$ cat config.mk
export PLATFORM = sky130hd
export DESIGN_NAME = rep_encoder
export DESIGN_NICKNAME = d
export VERILOG_FILES = /design/src/rtl/rep_pkg.sv /design/src/rtl/rep_beat_counter.sv /design/src/rtl/rep_encoder.sv
export SDC_FILE = /design/constraint.sdc
export NUM_CORES = 1
export LEC_CHECK = 0
export CELL_PAD_IN_SITES_DETAIL_PLACEMENT = 1
export CELL_PAD_IN_SITES_GLOBAL_PLACEMENT = 1
export CORE_ASPECT_RATIO = 1.75
export CORE_MARGIN = 1
export CORE_UTILIZATION = 38
export CTS_CLUSTER_DIAMETER = 60
export DETAILED_ROUTE_END_ITERATION = 10
export MAX_ROUTING_LAYER = met4
export PLACE_DENSITY = 0.88
export SYNTH_ARGS = -nofsm -noshare
export SYNTH_HDL_FRONTEND = slang
export SYNTH_SLANG_ARGS = --single-unit
$ cat constraint.sdc
create_clock -name clk -period 1.95 [get_ports clk]
set_clock_uncertainty 0.05 [all_clocks]
set_input_delay 0.195 -clock clk [delete_from_list [all_inputs] [get_ports clk]]
set_output_delay 0.195 -clock clk [all_outputs]
set_load 0.01 [all_outputs]
$ cat src/rtl/rep_pkg.sv
// Shared types, default sizes and a width helper for the repetition-code encoder.
package rep_pkg;

  typedef enum logic {
    IDLE = 1'b0,
    SEND = 1'b1
  } state_t;

  localparam int DEF_DATA_W = 8;
  localparam int DEF_REP    = 5;

  // Width of a counter spanning 0..n-1, never narrower than one bit.
  function automatic int clog2_min1(input int n);
    return (n <= 1) ? 1 : $clog2(n);
  endfunction

endpackage

$ cat src/rtl/rep_beat_counter.sv
// Nested copy/bit counter for the encoder: rep_cnt runs fastest, bit_cnt
// advances when a group of REP copies completes.
module rep_beat_counter
  import rep_pkg::*;
#(
  parameter int DATA_W = DEF_DATA_W,
  parameter int REP    = DEF_REP
) (
  input  logic                          clk,
  input  logic                          rst_n,
  input  logic                          clr,
  input  logic                          en,
  output logic [clog2_min1(REP)-1:0]    rep_cnt,
  output logic [clog2_min1(DATA_W)-1:0] bit_cnt,
  output logic                          first,
  output logic                          group_end,
  output logic                          last
);

  localparam int RCW = clog2_min1(REP);
  localparam int BCW = clog2_min1(DATA_W);
  localparam logic [RCW-1:0] REP_MAX = RCW'(REP - 1);
  localparam logic [BCW-1:0] BIT_MAX = BCW'(DATA_W - 1);

  // Clear wins over enable so a reload on the final beat restarts at copy 0.
  always_ff @(posedge clk or negedge rst_n) begin
    if (!rst_n) begin
      rep_cnt <= '0;
      bit_cnt <= '0;
    end else if (clr) begin
      rep_cnt <= '0;
      bit_cnt <= '0;
    end else if (en) begin
      if (rep_cnt == REP_MAX) begin
        rep_cnt <= '0;
        bit_cnt <= (bit_cnt == BIT_MAX) ? '0 : bit_cnt + 1'b1;
      end else begin
        rep_cnt <= rep_cnt + 1'b1;
      end
    end
  end

  assign first     = (rep_cnt == '0);
  assign group_end = (rep_cnt == REP_MAX);
  assign last      = group_end && (bit_cnt == BIT_MAX);

endmodule

$ cat src/rtl/rep_encoder.sv
// Repetition-code encoder: serialises each word LSB-first, REP copies per bit,
// with an optional per-copy inversion mask for exercising the decoder.
module rep_encoder
  import rep_pkg::*;
#(
  parameter int DATA_W = DEF_DATA_W,
  parameter int REP    = DEF_REP
) (
  input  logic              clk,
  input  logic              rst_n,
  input  logic [DATA_W-1:0] in_data,
  input  logic [REP-1:0]    in_mask,
  input  logic              in_valid,
  output logic              in_ready,
  output logic              tx_bit,
  output logic              tx_valid,
  input  logic              tx_ready,
  output logic              tx_first,
  output logic              tx_last,
  output logic              busy
);

  localparam int RCW = clog2_min1(REP);
  localparam int BCW = clog2_min1(DATA_W);

  if (REP < 3 || (REP % 2) == 0) begin : g_bad_rep
    $fatal(1, "rep_encoder: REP must be odd and >= 3");
  end
  if (DATA_W < 1) begin : g_bad_width
    $fatal(1, "rep_encoder: DATA_W must be >= 1");
  end

  state_t            state, state_next;
  logic [DATA_W-1:0] shift_q;
  logic [REP-1:0]    mask_q;
  logic [RCW-1:0]    rep_cnt;
  logic [BCW-1:0]    bit_cnt;
  logic              cnt_first, cnt_group_end, cnt_last;
  logic              accept, beat, sending, mask_bit;

  assign sending  = (state == SEND);
  assign tx_valid = sending;
  assign busy     = sending;
  assign tx_first = sending && cnt_first;
  assign tx_last  = sending && cnt_last;
  assign in_ready = (state == IDLE) || (tx_last && tx_ready);
  assign accept   = in_valid && in_ready;
  assign beat     = tx_valid && tx_ready;

  rep_beat_counter #(
    .DATA_W (DATA_W),
    .REP    (REP)
  ) u_beat_counter (
    .clk       (clk),
    .rst_n     (rst_n),
    .clr       (accept),
    .en        (beat),
    .rep_cnt   (rep_cnt),
    .bit_cnt   (bit_cnt),
    .first     (cnt_first),
    .group_end (cnt_group_end),
    .last      (cnt_last)
  );

  always_comb begin
    mask_bit = 1'b0;
    for (int k = 0; k < REP; k++) begin
      if (rep_cnt == RCW'(k)) mask_bit = mask_q[k];
    end
  end

  assign tx_bit = sending && (shift_q[0] ^ mask_bit);

  always_comb begin
    state_next = state;
    case (state)
      IDLE: if (accept) state_next = SEND;
      SEND: if (beat && tx_last) state_next = accept ? SEND : IDLE;
      default: state_next = IDLE;
    endcase
  end

  always_ff @(posedge clk or negedge rst_n) begin
    if (!rst_n) begin
      state <= IDLE;
    end else begin
      state <= state_next;
    end
  end

  // The word shifts only once all REP copies of the current bit have gone out.
  always_ff @(posedge clk or negedge rst_n) begin
    if (!rst_n) begin
      shift_q <= '0;
      mask_q  <= '0;
    end else if (accept) begin
      shift_q <= in_data;
      mask_q  <= in_mask;
    end else if (beat && cnt_group_end) begin
      shift_q <= shift_q >> 1;
    end
  end

endmodule
==> flow_metrics.py <==
metrics = {
    "status": {
        "status": "finished, violations left",
        "violations": "negative setup slack",
    },
    "placement": {
        "placed_area_sq_um": 1419,
        "portBuffers": 22,
        "preCtsSetupSlack_ns": -0.4108,
        "gp_congestion": 0.8483,
        "dp_hpwl_microns": 2311,
        "dp.cells": 175,
    },
    "synthesis": {
        "yosysSeqAreaShare": 0.4430,
        "syn_nets": 146,
        "synthCells": 122,
        "synth_area_per_cell_sq_um": 9.261,
        "synth_cell_types": 27,
        "yosysWarnings": 0,
        "ys_ff_latch": 20,
        "synth_area_sq_um": 1130,
    },
    "global_routing": {
        "grt_overflow": 0,
        "grt_max_degree": 21,
        "grt_first_pass_wirelength_microns": 5382,
        "antenna_found_initial": 0,
        "grt_pass1_vias": 1173,
        "track_usage": 0.2355,
    },
    "floorplanning": {
        "rows": 25,
        "core-area_sq_um": 2753,
        "start_util": 0.4105,
        "dieArea_sq_um": 3204,
        "ioPinCount": 23,
        "dieWidth_microns": 43.22,
        "die_y_microns": 74.13,
    },
    "run": {
        "cap_violations": 0,
    },
    "drt": {
        "vias": 1016,
        "first_iter_violations": 38,
        "postRouteAntennaNets": 0,
        "dr.pass1.iters": 4,
        "routed_via_density": 5.613,
        "drc": 0,
        "avgRoutedWirePerCell_microns": 17.38,
        "wl_microns": 3145,
    },
    "cells_and_area": {
        "mostFrequentLayoutCell": "nand2_1",
        "final_nets": 179,
        "post-route-util": 0.5491,
        "drive_gt1_frac": 0.2597,
        "syn2layout_area_growth_pct": 33.78,
        "final_cell_mix": "nand2_1, dfrtp_1, clkdlybuf4s50_1, buf_4, a21oi_1",
        "nFillCells": 333,
        "antenna_cells": 0,
        "fin_cells": 181,
        "regArea_sq_um": 501.7,
        "stdcell_area_sq_um": 1511,
        "multi_input_area_sq_um": 583.1,
    },
    "timing": {
        "finalCritPeriodShare": 1.080,
        "setup_viol": 1,
        "min_period_ns": 2.106,
        "timing.hold.ws_ns": 0.2283,
        "tightest_slew_ns": 0.4543,
        "final_hold_viol_count": 0,
        "final_max_slew_viol_count": 0,
        "relSlewSlack": 0.6972,
        "setup_slack_ns": -0.1560,
        "fmax_ghz": 0.4748,
        "rsz0062_at_grt": "true",
        "fin_tns_setup_ns": -0.1560,
    },
    "worst_setup_path": {
        "cp_max_fo": 4,
        "critPathKind": "register to output pin",
        "cp-start-kind": "register",
        "critical_path.max_stage_delay_ns": 0.44,
        "required_ns": 1.70,
        "crit_buf_inv": 2,
        "arrival_ns": 1.86,
        "critPathTopFamily": "compound AO/OA/AOI/OAI gates",
        "endpoint_kind": "output pin",
        "slowest_stage": "dfrtp_1",
        "critical_path.cell_chain": "inv_2 -> ha_2 -> a21oi_2 -> o21ai_1 -> a221oi_2 -> mux2i_1 -> buf_2",
    },
    "power": {
        "pwr_density_cell_nw_per_um2": 1173,
        "ir_drop_mv": 0.5635,
        "totalPowerFinal_mw": 1.772,
        "leakagePower_nw": 0.7344,
    },
    "cts": {
        "cts-root-buf": "clkbuf_8",
        "cts.sinks": 20,
        "clk_path_buf_depth": 2,
        "cts_tree": "done",
        "cts-hold-fix-buffers": 0,
        "htreeDepth": 1,
        "numCtsBuffers": 3,
        "clk_pin_slew_worst_paths_ns": 0.08,
        "clock_latency_ns": 0.25,
    },
    "hold_path": {
        "worst_hold_path_type": "input port to asynchronous set/reset pin",
    },
}
## synthesized netlist by cell type
cell type | number | share of area
a211oi_1 | 1 | 0.0066
a21oi_1 | 10 | 0.044
a21oi_2 | 6 | 0.047
a221oi_1 | 1 | 0.0078
a22o_1 | 2 | 0.016
a31o_2 | 1 | 0.0078
a31oi_2 | 1 | 0.011
a32o_1 | 1 | 0.0089
and2_4 | 1 | 0.0078
and3_1 | 3 | 0.017
and4_4 | 1 | 0.010
buf_12 | 1 | 0.018
buf_2 | 2 | 0.0089
buf_4 | 3 | 0.020
dfrtp_1 | 20 | 0.44
ha_1 | 7 | 0.078
inv_1 | 7 | 0.023
mux2i_1 | 1 | 0.0089
nand2_1 | 29 | 0.096
nand2b_1 | 3 | 0.017
nand3_1 | 4 | 0.018
nor2_1 | 7 | 0.023
nor2b_1 | 1 | 0.0055
nor3_1 | 1 | 0.0044
o21a_4 | 1 | 0.013
o21ai_0 | 6 | 0.027
o21ai_4 | 1 | 0.014
## state kept, by name, summed over array words and instances (netlist names)
register                count
busy                        1
u_beat_counter.bit_cnt      3
mask_q                      5
u_beat_counter.rep_cnt      3
shift_q                     8
## worst reg2reg max path, cell delays in order, from the launching register on
cell	delay (ns)
dfrtp_1	0.44
inv_2	0.09
ha_4	0.18
and2_4	0.14
buf_4	0.14
a31oi_2	0.25
buf_4	0.21
a21oi_1	0.06
a21oi_1	0.15
## layer usage
layer,vias up,global-route usage,wire length (microns)
li1,474,-,-
met1,496,0.2309,1115
met4,0,0.1178,101
met5,-,-,0
met3,12,0.03155,92
met2,34,0.4378,1834
## power by group
part | total [mW] | internal, mW | switching, mW
Combinational | 0.798 | 0.385 | 0.413
Clock | 0.319 | 0.180 | 0.140
Sequential | 0.655 | 0.555 | 0.100
## path summary, 6_finish.rpt
| check | from | to | slack, ns | cells after the start |
|---|---|---|---|---|
| min in group clk | in_mask[3] | mask_q[3] | 0.42 | 3 |
| worst max register to register | u_beat_counter.rep_cnt[1] | shift_q[2] | 0.17 | 8 |
| worst min-delay path | rst_n | u_beat_counter.rep_cnt[2] | 0.23 | 2 |
| max in group asynchronous | rst_n | u_beat_counter.rep_cnt[0] | 1.39 | 2 |
| worst min register to register | u_beat_counter.bit_cnt[1] | u_beat_counter.bit_cnt[1] | 0.44 | 2 |
| worst max-delay path | u_beat_counter.rep_cnt[1] | tx_bit | -0.16 | 7 |
## cell families (layout without fill, tap and decap cells)
group                      after synthesis  after routing  share of synthesized area
and+or+nand+nor                         50             50                     0.1982
AOI/OAI and AO/OA                       31             31                     0.2027
DFF                                     20             20                     0.4430
buffers and inverters                   13             45                    0.06977
adders and majority gates                7              7                    0.07752
muxes                                    1              1                   0.008860
## cell type report
cell class / instances / share of cell area
flip-flops and latches: 20 / 0.3320
multi-input cells: 89 / 0.3858
inverters: 7 / 0.01738
repair buffers: 34 / 0.2061
well taps: 27 / 0.02235
clock buffers: 4 / 0.03642
## timing repair
item | in CTS | in global routing
buffers inserted | 2 | 0
endpoints found under the setup margin | 4 | 3
resized for setup | 19 | 3
pin swaps | 1 | 0
cloned | 0 | 0
(Power assumes the default switching activity.)
